$ cat src/rtl/alu_shift_ctrl_pkg.sv
`default_nettype none
// ============================================================================
//  Module      : alu_shift_ctrl_pkg
//  Description : Shared types and constants for the ALU/shifter sequencer:
//                state encoding, ALU_B operand selects, ARM condition codes,
//                compare-class opcode match and the default add opcode.
//                Optional build macro: IRQ_EN (adds the interrupt states).
//  Revision    : 1.0 - initial release
// ============================================================================
package alu_shift_ctrl_pkg;

    typedef enum logic [2:0] {
        ST_IDLE     = 3'd0,
        ST_DECODE   = 3'd1,
        ST_EXEC     = 3'd2,
        ST_WB       = 3'd3
`ifdef IRQ_EN
        ,
        ST_IRQ_SAVE = 3'd4,
        ST_IRQ_JUMP = 3'd5
`endif
    } state_t;

    // ALU_B operand source
    localparam logic [1:0] c_BSEL_SHIFTER = 2'b00;
    localparam logic [1:0] c_BSEL_IMM24   = 2'b01;  // sext(imm24) << 2
    localparam logic [1:0] c_BSEL_IMM12   = 2'b10;  // zext(imm12)

    // ARM condition field encodings
    localparam logic [3:0] c_COND_EQ = 4'h0;
    localparam logic [3:0] c_COND_NE = 4'h1;
    localparam logic [3:0] c_COND_CS = 4'h2;
    localparam logic [3:0] c_COND_CC = 4'h3;
    localparam logic [3:0] c_COND_MI = 4'h4;
    localparam logic [3:0] c_COND_PL = 4'h5;
    localparam logic [3:0] c_COND_VS = 4'h6;
    localparam logic [3:0] c_COND_VC = 4'h7;
    localparam logic [3:0] c_COND_HI = 4'h8;
    localparam logic [3:0] c_COND_LS = 4'h9;
    localparam logic [3:0] c_COND_GE = 4'hA;
    localparam logic [3:0] c_COND_LT = 4'hB;
    localparam logic [3:0] c_COND_GT = 4'hC;
    localparam logic [3:0] c_COND_LE = 4'hD;
    localparam logic [3:0] c_COND_AL = 4'hE;
    localparam logic [3:0] c_COND_NV = 4'hF;

    // TST/TEQ/CMP/CMN occupy opcodes 10xx and never write Rd
    localparam logic [3:0] c_CMP_MASK  = 4'b1100;
    localparam logic [3:0] c_CMP_MATCH = 4'b1000;

    localparam logic [3:0] c_OP_ADD = 4'b0100;

    // IR[27:26] == 00 : data processing
    function automatic logic is_dp(input logic [1:0] op_class);
        return op_class == 2'b00;
    endfunction

    // IR[27:25] == 101 : branch / branch-with-link
    function automatic logic is_branch(input logic [2:0] op_class);
        return op_class == 3'b101;
    endfunction

endpackage
`default_nettype wire

$ cat src/rtl/alu_shift_ctrl_cond_check.sv
`default_nettype none
// ============================================================================
//  Module      : cond_check
//  Description : Combinational ARM condition evaluator.
//                cond [3:0]  - instruction condition field
//                NZCV [3:0]  - flags {N,Z,C,V}
//                pass        - 1 when the instruction should execute
//  Revision    : 1.0 - initial release
// ============================================================================
module cond_check
    import alu_shift_ctrl_pkg::*;
(
    input  logic [3:0] cond,
    input  logic [3:0] NZCV,
    output logic       pass
);

    logic w_n, w_z, w_c, w_v;
    assign {w_n, w_z, w_c, w_v} = NZCV;

    always_comb begin
        pass = 1'b0;
        case (cond)
            c_COND_EQ: pass = w_z;
            c_COND_NE: pass = ~w_z;
            c_COND_CS: pass = w_c;
            c_COND_CC: pass = ~w_c;
            c_COND_MI: pass = w_n;
            c_COND_PL: pass = ~w_n;
            c_COND_VS: pass = w_v;
            c_COND_VC: pass = ~w_v;
            c_COND_HI: pass = w_c & ~w_z;
            c_COND_LS: pass = ~w_c | w_z;
            c_COND_GE: pass = (w_n == w_v);
            c_COND_LT: pass = (w_n != w_v);
            c_COND_GT: pass = ~w_z & (w_n == w_v);
            c_COND_LE: pass = w_z | (w_n != w_v);
            c_COND_AL: pass = 1'b1;
            c_COND_NV: pass = 1'b0;
            default:   pass = 1'b0;
        endcase
    end

endmodule
`default_nettype wire

$ cat src/rtl/alu_shift_ctrl.sv
`default_nettype none
// ============================================================================
//  Module      : alu_shift_ctrl
//  Description : Multi-cycle sequencer for the ALU/shifter datapath.
//                Accepts one instruction (IR, ir_valid/ir_ready), checks its
//                condition against NZCV and sequences DECODE -> EXEC -> WB,
//                driving SHIFT_OP, ALU_OP, ALU_A_s, ALU_B_s, LF, S and the
//                Write_Reg / Write_LR / Write_PC strobes. Sticky 'undef'
//                flags an unsupported encoding.
//                Optional build macro IRQ_EN: level irq entry (IRQ_SAVE writes
//                LR, IRQ_JUMP loads IRQ_VEC via pc_vec_sel and pulses irq_ack),
//                masked until irq_ret. Without it irq/irq_ret are ignored and
//                irq_ack/pc_vec_sel are tied low.
//  Revision    : 1.0 - initial release
// ============================================================================
module alu_shift_ctrl
    import alu_shift_ctrl_pkg::*;
#(
    parameter logic [31:0] IRQ_VEC = 32'h0000_0018,
    parameter logic [3:0]  OP_ADD  = c_OP_ADD
) (
    input  logic        clk,
    input  logic        Rst,
    input  logic [31:0] IR,
    input  logic        ir_valid,
    output logic        ir_ready,
    input  logic [3:0]  NZCV,
    input  logic        irq,
    input  logic        irq_ret,
    output logic        irq_ack,
    output logic [2:0]  SHIFT_OP,
    output logic [3:0]  ALU_OP,
    output logic        ALU_A_s,
    output logic [1:0]  ALU_B_s,
    output logic        LF,
    output logic        S,
    output logic        Write_Reg,
    output logic        Write_LR,
    output logic        Write_PC,
    output logic        pc_vec_sel,
    output logic        undef
);

    state_t      r_state;
    logic [31:0] r_ir;
    logic        r_cond_ok;
    logic        w_cond_pass;

    // The condition is evaluated against the flags present when the word is
    // accepted: DECODE's Write_LR is a registered output and must already
    // know whether a BL will execute.
    cond_check u_cond_check (
        .cond (IR[31:28]),
        .NZCV (NZCV),
        .pass (w_cond_pass)
    );

`ifdef IRQ_EN
    logic r_irq_mask;
    logic w_irq_take;
    assign w_irq_take = irq & ~r_irq_mask;
    // A pending interrupt steals the IDLE slot, so fetch must not hand over.
    assign ir_ready   = (r_state == ST_IDLE) & ~w_irq_take;
`else
    assign ir_ready   = (r_state == ST_IDLE);
    assign irq_ack    = 1'b0;
    assign pc_vec_sel = 1'b0;
`endif

    // Outputs are registered for the state being entered, so each strobe is
    // valid for exactly the cycle spent in its state.
    always_ff @(posedge clk) begin
        if (Rst) begin
            r_state   <= ST_IDLE;
            r_ir      <= '0;
            r_cond_ok <= 1'b0;
            undef     <= 1'b0;
            SHIFT_OP  <= '0;
            ALU_OP    <= '0;
            ALU_A_s   <= 1'b0;
            ALU_B_s   <= c_BSEL_SHIFTER;
            LF        <= 1'b0;
            S         <= 1'b0;
            Write_Reg <= 1'b0;
            Write_LR  <= 1'b0;
            Write_PC  <= 1'b0;
`ifdef IRQ_EN
            r_irq_mask <= 1'b0;
            irq_ack    <= 1'b0;
            pc_vec_sel <= 1'b0;
`endif
        end else begin
            SHIFT_OP  <= '0;
            ALU_OP    <= '0;
            ALU_A_s   <= 1'b0;
            ALU_B_s   <= c_BSEL_SHIFTER;
            LF        <= 1'b0;
            S         <= 1'b0;
            Write_Reg <= 1'b0;
            Write_LR  <= 1'b0;
            Write_PC  <= 1'b0;
`ifdef IRQ_EN
            irq_ack    <= 1'b0;
            pc_vec_sel <= 1'b0;
            // Placed ahead of the state case so a mask set there wins.
            if (irq_ret) begin
                r_irq_mask <= 1'b0;
            end
`endif
            case (r_state)
                ST_IDLE: begin
`ifdef IRQ_EN
                    if (w_irq_take) begin
                        r_state  <= ST_IRQ_SAVE;
                        Write_LR <= 1'b1;
                        ALU_OP   <= OP_ADD;
                    end else
`endif
                    if (ir_valid) begin
                        r_state   <= ST_DECODE;
                        r_ir      <= IR;
                        r_cond_ok <= w_cond_pass;
                        Write_LR  <= w_cond_pass & is_branch(IR[27:25]) & IR[24];
                    end
                end

                ST_DECODE: begin
                    r_state <= ST_IDLE;
                    if (r_cond_ok) begin
                        if (is_dp(r_ir[27:26])) begin
                            r_state  <= ST_EXEC;
                            LF       <= 1'b1;
                            SHIFT_OP <= {r_ir[6:5], r_ir[4]};
                            ALU_OP   <= r_ir[24:21];
                            ALU_B_s  <= r_ir[25] ? c_BSEL_IMM12 : c_BSEL_SHIFTER;
                            S        <= r_ir[20];
                        end else if (is_branch(r_ir[27:25])) begin
                            r_state  <= ST_EXEC;
                            LF       <= 1'b1;
                            SHIFT_OP <= {r_ir[6:5], r_ir[4]};
                            ALU_OP   <= OP_ADD;
                            ALU_A_s  <= 1'b1;
                            ALU_B_s  <= c_BSEL_IMM24;
                        end else begin
                            undef <= 1'b1;
                        end
                    end
                end

                ST_EXEC: begin
                    r_state <= ST_WB;
                    if (is_dp(r_ir[27:26])) begin
                        Write_Reg <= ((r_ir[24:21] & c_CMP_MASK) != c_CMP_MATCH);
                    end else begin
                        Write_PC <= 1'b1;
                    end
                end

                ST_WB: begin
                    r_state <= ST_IDLE;
                end

`ifdef IRQ_EN
                ST_IRQ_SAVE: begin
                    r_state    <= ST_IRQ_JUMP;
                    r_irq_mask <= 1'b1;
                    Write_PC   <= 1'b1;
                    pc_vec_sel <= 1'b1;
                    irq_ack    <= 1'b1;
                end

                ST_IRQ_JUMP: begin
                    r_state <= ST_IDLE;
                end
`endif

                default: begin
                    r_state <= ST_IDLE;
                end
            endcase
        end
    end

    // IRQ_VEC is consumed by the PC mux in the datapath; the operand/offset
    // fields of IR are consumed there too.
    logic w_unused;
`ifdef IRQ_EN
    assign w_unused = ^{IRQ_VEC, r_ir[19:7], r_ir[3:0]};
`else
    assign w_unused = ^{IRQ_VEC, r_ir[19:7], r_ir[3:0], irq, irq_ret};
`endif

endmodule
`default_nettype wire

$ cat config.mk
export PLATFORM = sky130hd
export DESIGN_NAME = alu_shift_ctrl
export DESIGN_NICKNAME = d
export VERILOG_FILES = /design/src/rtl/alu_shift_ctrl_pkg.sv /design/src/rtl/alu_shift_ctrl_cond_check.sv /design/src/rtl/alu_shift_ctrl.sv
export SDC_FILE = /design/constraint.sdc
export NUM_CORES = 1
export LEC_CHECK = 0
export ABC_AREA = 1
export BUFFER_PORTS_ARGS = -buffer_cell sky130_fd_sc_hd__buf_2
export CORE_ASPECT_RATIO = 0.8
export CORE_UTILIZATION = 47
export DETAILED_ROUTE_END_ITERATION = 10
export GPL_ROUTABILITY_DRIVEN = 1
export PLACE_DENSITY = 0.83
export SETUP_SLACK_MARGIN = 0.3
export SYNTH_ARGS = -nofsm -noshare
export SYNTH_HDL_FRONTEND = slang
export SYNTH_SLANG_ARGS = --single-unit
$ cat constraint.sdc
create_clock -name clk -period 2.8 [get_ports clk]
set_input_delay 0.28 -clock clk [delete_from_list [all_inputs] [get_ports clk]]
set_output_delay 0.28 -clock clk [all_outputs]
set_load 0.01 [all_outputs]
Word-level counts from Yosys, hierarchy flattened
Cells that the tools add are included.
- multiplexer cells: 16
- bitwise operators: 17
- reductions and logical operators: 11
- equal/unequal tests: 23
- operators by type and width (operator ; count):
    $eq A4 B4 Y1 const B ; 8
    $eq A4 B3 Y1 const B ; 4
    $pmux W1 S16 ; 1
    $mux W3 ; 4
    $not A1 Y1 ; 11
    $mux W2 ; 5
    $pmux W3 S3 ; 1
    $reduce_or A3 Y1 ; 3
    $eq A4 B2 Y1 const B ; 2
    $reduce_or A4 Y1 ; 2
    $eq A3 B3 Y1 const B ; 2
    $and A1 B1 Y1 ; 4
    $eq A4 B1 Y1 const B ; 1
    $logic_not A4 Y1 ; 1
    $mux W1 ; 4
    $mux W4 ; 1
    $ne A2 B2 Y1 const B ; 2
    $reduce_and A4 Y1 ; 1
    $eq A3 B1 Y1 const B ; 1
    $eq A3 B2 Y1 const B ; 1
    $logic_not A3 Y1 ; 1
    $logic_not A2 Y1 ; 1
    $or A1 B1 Y1 ; 2
    $reduce_and A2 Y1 ; 1
    3 further kinds ; 3
- bits of input ports: 41
- output and inout port bits: 19
- word-level logic and storage cells: 80
- bits in registers: 48

Longest topological paths before layout
Gate-level depths: netlist (run 1).
- word-level depth: 5
- mapped depth: 12
- gate-level depth less buffers: 12

By module
Synthesis (run 1) repeated with hierarchy kept, for this count alone.
- cell total of the unflattened synthesis: 164
- area total of the unflattened synthesis: 1204.9 sq um
- modules (own cells, without submodules) (module ; seq. area each (sq um) ; area an instance (sq um) ; cells each ; instances):
    alu_shift_ctrl ; 580.6 ; 999.7 ; 119 ; 1
    cond_check ; 0.0 ; 205.2 ; 45 ; 1

Worst setup path after synthesis (run 1)
OpenSTA, ideal clock, no wires.
- path type: reg-to-reg
- start: reg r_state[1]
- end: reg r_ir[20]
- setup time: 0.119 ns
- required time: 2.681 ns
- stages on the path, launching flop included: 6
- period minus slack after synthesis: 1.126 ns
- path slack: 1.674 ns
- path buffers: 1
- data arrival time: 1.007 ns
- cell sequence: dfxtp_1 nor2_1 nand2_1 clkbuf_2 o21ai_0 a21oi_1
- cells in the longest elaborated chain, start to end: 2
- ends and longest elaborated chain (item ; RTL line ; source):
    start, declared ; alu_shift_ctrl.sv:44 ; state_t r_state;
    start signal, assigned ; alu_shift_ctrl.sv:74 ; r_state <= ST_IDLE;
    start signal, assigned ; alu_shift_ctrl.sv:120 ; r_state <= ST_DECODE;
    start signal, assigned ; alu_shift_ctrl.sv:128 ; r_state <= ST_IDLE;
    $logic_not A3 Y1 ; - ;
    via ir_ready ; alu_shift_ctrl.sv:26 ; output logic ir_ready,
    $reduce_and A2 Y1 (no line) ; - ;
    end signal, assigned ; alu_shift_ctrl.sv:75 ; r_ir <= '0;
    end signal, assigned ; alu_shift_ctrl.sv:121 ; r_ir <= IR;
    end, declared ; alu_shift_ctrl.sv:45 ; logic [31:0] r_ir;
The timed path passes the listed nets, and every way through them passes these cells.
A chain may end at the register's enable or synchronous reset.

Final worst setup path (run 1)
- start: reg r_state[1]
- end: reg Write_LR
- cells in the longest elaborated chain, start to end: 3
- ends and longest elaborated chain (item ; RTL line ; source):
    $logic_not A3 Y1 ; alu_shift_ctrl.sv:110 ; case (r_state)
    $not A1 Y1 (no line) ; - ;
    $reduce_or A3 Y1 (no line) ; - ;
    end signal, assigned ; alu_shift_ctrl.sv:123 ; Write_LR <= w_cond_pass & is_branch(IR[27:25]) & IR[24];
    end, declared ; alu_shift_ctrl.sv:38 ; output logic Write_LR,
No other way between the ends.

==> summary.md, run 1 <==
| Metric | Value |
|---|---|
| Die area | roughly 2700 sq um |
| Post_cts resized | 0 |
| Setup Crit Path Kind | register to register |
| WP data required | 3040 ps |
| CTS H-tree depth | 2 |
| Ports | 60 |
| FP Rows | 15 |
| #FFs+latches synth | 29 |
| Dpl hpwl | 1860 um |
| Unrepaired setup endpoints after global routing | false |
| Routed Wire Length | 2370 um |
| Initial core utilization | 51.6% |
| Total global-route track usage | between 10% and 20% |
| DP Area | ~1300 sq um |
| Post-CTS setup buffers | 0 |
| N_diodes | 0 |
| Design area | 1400 sq um |
| Mapped Area | 1150 sq um |
| DRT Pass-1 Iters | 7 |
| Setup crit start kind | register |
| Sequential Power Share | 56.1% |
| Vias | 1,119 |
| Syn. warnings | 0 |
| CTS root buffer | clkbuf_4 |
| Clock Sinks | 29 |
| Unique masters post-synth | 20 |
| P&R area growth vs syn | 21.2% |
| Die Ht | 46.3 um |
| Setup Skew | 3.25 ps |
| Bufs on Longest Clock Path | 2 |
| TritonCTS Buffers | 5 |
| Final Max Slew Viols | 0 |
| Final worst-path cycle share | 52.0% |
| Cells after Synth | roughly 160 |
| Layout Utilization | 62.5% |
| Sw Ratio | 25.2% |
| Seq/Total Area, Yosys | just over 50% |
| Sw power | roughly 0.20 mW |
| Post-synthesis simple-gate area fraction | 26.0% |
| Horiz. Die Dim | 57.4 um |
| Fin crit period | 1460 ps |
| Max_slew headroom | 58.4% |
| Number of global-route vias before repair | 971 |
| # Max-Cap Violations | 0 |
| Largest family of logic cells by synthesized area | simple AND/OR/NAND/NOR gates |
| Clock Power Share | 31.6% |
| CTS clk-pin slew, worst paths | approximately 80 ps |
| Layout cells sized above 1 | 25.9% |
| Failing checks | design-rule violations |
| Initial drt markers | 27 |
| GRT Residual Overflow | 0 |
| Layout Nets | 238 |
| Multi-input gate area | about 450 sq um |
| Combinational Power Share | around an eighth |
| CTS tree | done |
| Post-route ant nets | 0 |
| Pint | just under 0.6 mW |
| Fmax | 0.687 GHz |
| Outcome | finished, violations left |
| Final Wtd Congestion | 0.824 |
| Maximum fanout along the worst path | 22 |
| Post-synthesis adder-cell area fraction | 0% |
| DRC violations left | 4 |
| Multiplexer share of the synthesized area | 0% |
| Antenna violations before repair | 0 |
| IO buf count | 38 |
| Synth Area per Inst | 7.34 sq um |
| Wire length per cell | 10.7 um |
| Core area | 2230 sq um |
| Reg area | approximately 580 sq um |
| Finished Layout Cells | 222 |
| Pwr dens | between 500 and 600 nW/um^2 |
| Hold Crit Class | input pin to register |
| Compound-Gate Fraction of Synth Area | 12.7% |
| Maximum vdd drop | 358 uV |
| Placed cell count | 215 |
| Worst endpoint data arrival time | 1700 ps |
| First-pass GRT wire length | 3690 um |
| Setup_tns | 0 ps |
| CP endpoint kind | register |
| Slew @ Worst Pin | 622 ps |
| Vias per cell | ~5.0 |
| P_leak | 0.705 nW |
| Hold_buf cts | 0 |
| Post-Synth XOR/XNOR Area | 0% |
| Final number of hold-violating endpoints | 0 |
| # setup viols final | 0 |
| Largest net degree at the start of global routing | 23 |
| Layout fillers | 201 |
| Worst skew pair latency | around 320 ps |
[cells in the mapped netlist, drive strengths merged]
library cell | n | share of area (%)
a21oi | 13 | 6.0
a31oi | 1 | 0.54
buf | 4 | 2.4
clkbuf | 2 | 0.76
conb | 1 | 0.33
dfxtp | 29 | 50
inv | 23 | 7.5
nand2 | 29 | 9.4
nand3 | 15 | 6.5
nand4 | 2 | 1.1
nor2 | 22 | 7.6
nor3 | 2 | 1.3
o21ai | 13 | 5.6
o22ai | 1 | 0.54
[placed cells by master (no fill, tap or decap)]
cell type,count
buf_2,38
o21ai_0,13
nand2_1,29
inv_1,20
nand3_1,15
a21oi_2,1
a21oi_1,12
nor2_2,2
a31oi_1,1
dfxtp_1,29
nor2_1,20
clkbuf_1,1
nor3_1,1
inv_2,3
clkbuf_4,5
nor3_2,1
o22ai_1,1
nand4_1,2
conb_1,2
clkbuf_8,1
[worst max-delay path, cell delays in order (launching register included)]
cell     delay (ps)
dfxtp_1         340
nor2_1          150
nand2_1         390
inv_1           250
nand3_1         100
a31oi_1         150
[worst paths after layout]
kind | from | to | slack (ps) | cells past startpoint
worst max-delay path | r_state[1] | Write_LR | 1340 | 5
worst min-delay path | Rst | r_ir[24] | 200 | 2
worst max register to register | r_state[1] | Write_LR | 1340 | 5
worst min register to register | r_ir[6] | SHIFT_OP[2] | 440 | 2
[routing by layer]
layer	global-route usage, %	wire length (um)	vias up
met4	12.2	55	0
li1	-	-	572
met1	21.2	1050	501
met3	6.46	138	10
met5	0	0	-
met2	32.1	1130	36
[area by class of cell]
class	count	share of cell area, %
well taps	25	2.24
clock buffers	7	3.94
inverters	23	6.18
repair buffers	38	13.6
multi-input cells	100	32.4
flip-flops and latches	29	41.6
[power groups by stage]
stage / logic [mW] / clock network, mW / registers, mW
after global placement: 0.0906 / 0 / 0.445
final: 0.0961 / 0.246 / 0.436
after detailed placement: 0.0953 / 0 / 0.446
after floorplan: 0.0644 / 0 / 0.445
after CTS: 0.0958 / 0.252 / 0.436
after global routing: 0.109 / 0.266 / 0.438
[cells by family (layout without fill, tap and decap cells)]
kind of cell	count (synthesis)	in the layout
buffers and inverters	29	68
other	1	2
and+or+nand+nor	70	70
DFF	29	29
AOI/OAI and AO/OA	28	28
[flip-flops by register name (all words and copies together) (netlist names)]
| name | cells |
|---|---|
| Write_LR | 1 |
| ALU_OP | 4 |
| undef | 1 |
| r_state | 2 |
| r_ir | 11 |
| LF | 1 |
| Write_Reg | 1 |
| r_cond_ok | 1 |
| SHIFT_OP | 3 |
| ALU_A_s | 1 |
| Write_PC | 1 |
| S | 1 |
| ALU_B_s | 1 |
[per-stage QoR]
stage	power, mW	hold slack, ps	setup slack, ps
floorplan	0.509	349	1670
global placement	0.535	423	1410
detailed placement	0.541	433	1350
CTS	0.784	187	1330
global route	0.814	203	1190
finish	0.778	197	1340
Note: power is estimated with default switching activity, not from simulation.
==> run 2: changes to the inputs <==
- ABC_AREA: 1 -> 0
- CORE_UTILIZATION: 47 -> 39
- PLACE_DENSITY: 0.83 -> 0.74
- clock period: 2.8 -> 1.3 ns (I/O delays scaled with it)
==> run 2 against run 1 <==
The run now ends clean. Final cell count fell by 5.0%. Die area rose by 14%. Non-clock buffer count rose by 9. Utilization fell by 1.1 points. Combinational power rose to 2.7 times the previous value. Critical path type unchanged. Largest power group unchanged.
==> summary.md, run 2 <==
| Metric | Value |
|---|---|
| Outcome | completed |
| Unrepaired setup endpoints after global routing | true |
| Setup Crit Path Kind | register to register |
| IO buf count | 38 |
| # setup viols final | 0 |
| Number of global-route vias before repair | 977 |
| TritonCTS Buffers | 5 |
| Synth area leader | dfxtp_1 |
| Worst endpoint data arrival time | 1360 ps |
| Commonest cells in the netlist | 29 x dfxtp_1, 28 x nand2_1, 14 x a21oi_1, 8 x and2_1, 7 x nor2_1 |
| Reg area | 587 sq um |
| Place WS | -128 ps |
| Pwr dens | 1140 nW/um^2 |
| Number of flip-flops under the largest register name | 11 |
| Synth Area per Inst | 8.71 sq um |
| Layout fillers | 236 |
| Layout Nets | around 220 |
| Fin crit period | 1110 ps |
| CTS root buffer | clkbuf_4 |
| Post-route ant nets | 0 |
| DRC violations left | 0 |
| #FFs+latches synth | 29 |
| Critical Path, Cell by Cell | nor2_4 -> and2_4 -> buf_6 -> nand2_2 -> a21oi_1 |
| P_leak | between 0.7 and 0.8 nW |
| Hold Crit Class | input pin to register |
| Most frequent cell after synthesis | dfxtp_1 |
| Largest net degree at the start of global routing | 16 |
| Unique masters post-synth | 32 |
| Worst skew pair latency | 320 ps |
| CTS H-tree depth | 2 |
| Die Ht | 49.4 um |
| Multi-input gate area | 576 sq um |
| # Max-Cap Violations | 0 |
| Die area | 3030 sq um |
| Dpl hpwl | 1850 um |
| CP endpoint kind | register |
| Horiz. Die Dim | between 60 and 70 um |
| P&R area growth vs syn | 43.4% |
| CTS tree | done |
| Commonest non-fill, non-tap cell in the layout | buf_2 |
| Layout cells sized above 1 | between 40% and 50% |
| Initial drt markers | 36 |
| WP data required | 1550 ps |
| Final number of hold-violating endpoints | 0 |
| Final worst-path cycle share | a little under nine tenths |
| First-pass GRT wire length | 4150 um |
| Vias | around 1,000 |
| Initial core utilization | 42.8% |
| FP Rows | 16 |
| Clock Sinks | 29 |
| Setup crit start kind | register |
| Wire length per cell | approximately 12 um |
| Final WS setup | 194 ps |
| Biggest register | r_ir |
| Seq/Total Area, Yosys | 52.9% |
| Cells after Synth | 126 |
| Post-synth top area share | 52.9% |
| GRT Residual Overflow | 0 |
| Routed Wire Length | 2570 um |
| Final Wtd Congestion | about 0.74 |
| Fmax | 0.904 GHz |
| Buf/Inv on CP | 1 |
| Slowest stage cell on the critical path | dfxtp_4 |
| Total global-route track usage | between 10% and 20% |
| Largest regs | r_ir: 11 flops, ALU_OP: 4 flops, SHIFT_OP: 3 flops |
| Asr flop ratio synth | 0% |
| Vias per cell | between 4 and 5 |
| DRT Pass-1 Iters | 4 |
| Post-synth EDFFs | 0 |
| Synth area leaders | dfxtp_1 53%, nand2_1 9.6%, a21oi_1 6.4%, and2_1 4.6%, nor2_1 2.4% |
| N_diodes | 0 |
| Final Max Slew Viols | 0 |
| Syn. warnings | 0 |
| Maximum fanout along the worst path | 5 |
| Maximum vdd drop | 660 uV |
| Cell family with most CP delay | flip-flops |
| Most frequent cells in the layout | 36 x buf_2, 26 x dfxtp_1, 20 x nand2_1 |
| CP peak stage delay | 380 ps |
| Antenna violations before repair | 0 |
| Core area | 2560 sq um |
| Setup_tns | 0 ps |
| Mapped Area | 1100 sq um |
| CTS clk-pin slew, worst paths | 90 ps |
| Ports | 60 |
| Bufs on Longest Clock Path | 2 |
| Dominant synthesized flop cell | dfxtp_1 |
| Setup Skew | 10.3 ps |
[run 2: cell types whose count changed after synthesis, moves of 3 or more]
cell / previous run / this run
inv_2: 3 / 0
nand3_1: 15 / 1
nor2_1: 20 / 7
inv_1: 20 / 6
and2_1: 0 / 8
o21ai_0: 13 / 2
[run 2: path summary, 6_finish.rpt]
kind                            startpoint       end  slack [ps]  cells past startpoint
worst max-delay path            r_state[0]   r_ir[6]         190                      5
worst min-delay path                IR[22]  r_ir[22]          50                      3
worst max register to register  r_state[0]   r_ir[6]         190                      5
worst min register to register     r_ir[6]   r_ir[6]         460                      2
[run 2: cells by family after synthesis]
group                     synth area share [%]
other                                    0.342
buffers and inverters                     5.59
xor gates and xnor gates                  1.60
muxes                                     1.94
and+or+nand+nor                           22.7
DFF                                       52.9
AOI/OAI and AO/OA                         14.9
[run 2: worst reg2reg max path, delay by kind of cell (launching register included)]
| family | cells | cell delay (ps) |
|---|---|---|
| simple gates | 3 | 390 |
| flops | 1 | 380 |
| buf+inv | 1 | 150 |
| compound gates | 1 | 130 |
[run 2: layer usage]
layer	track usage [%]	part of all wire [%]	routed length, um	up-vias
met3	7.16	5.5	142	9
met1	20.2	44	1140	471
met5	0	0	0	-
li1	-	-	-	508
met4	9.47	1.9	49	0
met2	32.1	48	1250	30
[run 2: cell type report]
type / count / share of cell area [%]
Clock buffer: 7 / 4.13
Timing Repair Buffer: 47 / 17.4
Inverter: 6 / 1.43
Clock inverter: 1 / 0.318
Multi-Input combinational cell: 85 / 36.6
Tap cell: 36 / 2.86
Sequential cell: 29 / 37.3
[run 2: power breakdown]
group | switching, mW | leakage [nW] | internal, mW
clock network | 0.288 | 0.0413 | 0.313
registers | 0.0278 | 0.237 | 0.917
logic | 0.132 | 0.441 | 0.122
total | 0.449 | 0.720 | 1.35
[run 2: what timing repair did]
item	4_1_cts	5_1_grt
hold buffers	0	0
resized for setup	14	21
buffers inserted	1	2
pin swaps	6	14
endpoints found under the hold margin	0	0
endpoints found under the setup margin	25	26
[run 2: through the flow]
step	utilization (%)	hold slack, ps	cell area [sq um]	instances	power [mW]
after detailed placement	52.8	371	1350	200	1.16
after floorplan	-	198	1120	127	1.07
after global routing	61.4	47.3	1570	211	1.88
after CTS	57.9	34.6	1480	209	1.78
after global placement	52.8	362	1350	200	1.15
final	61.4	45.1	1570	211	1.80
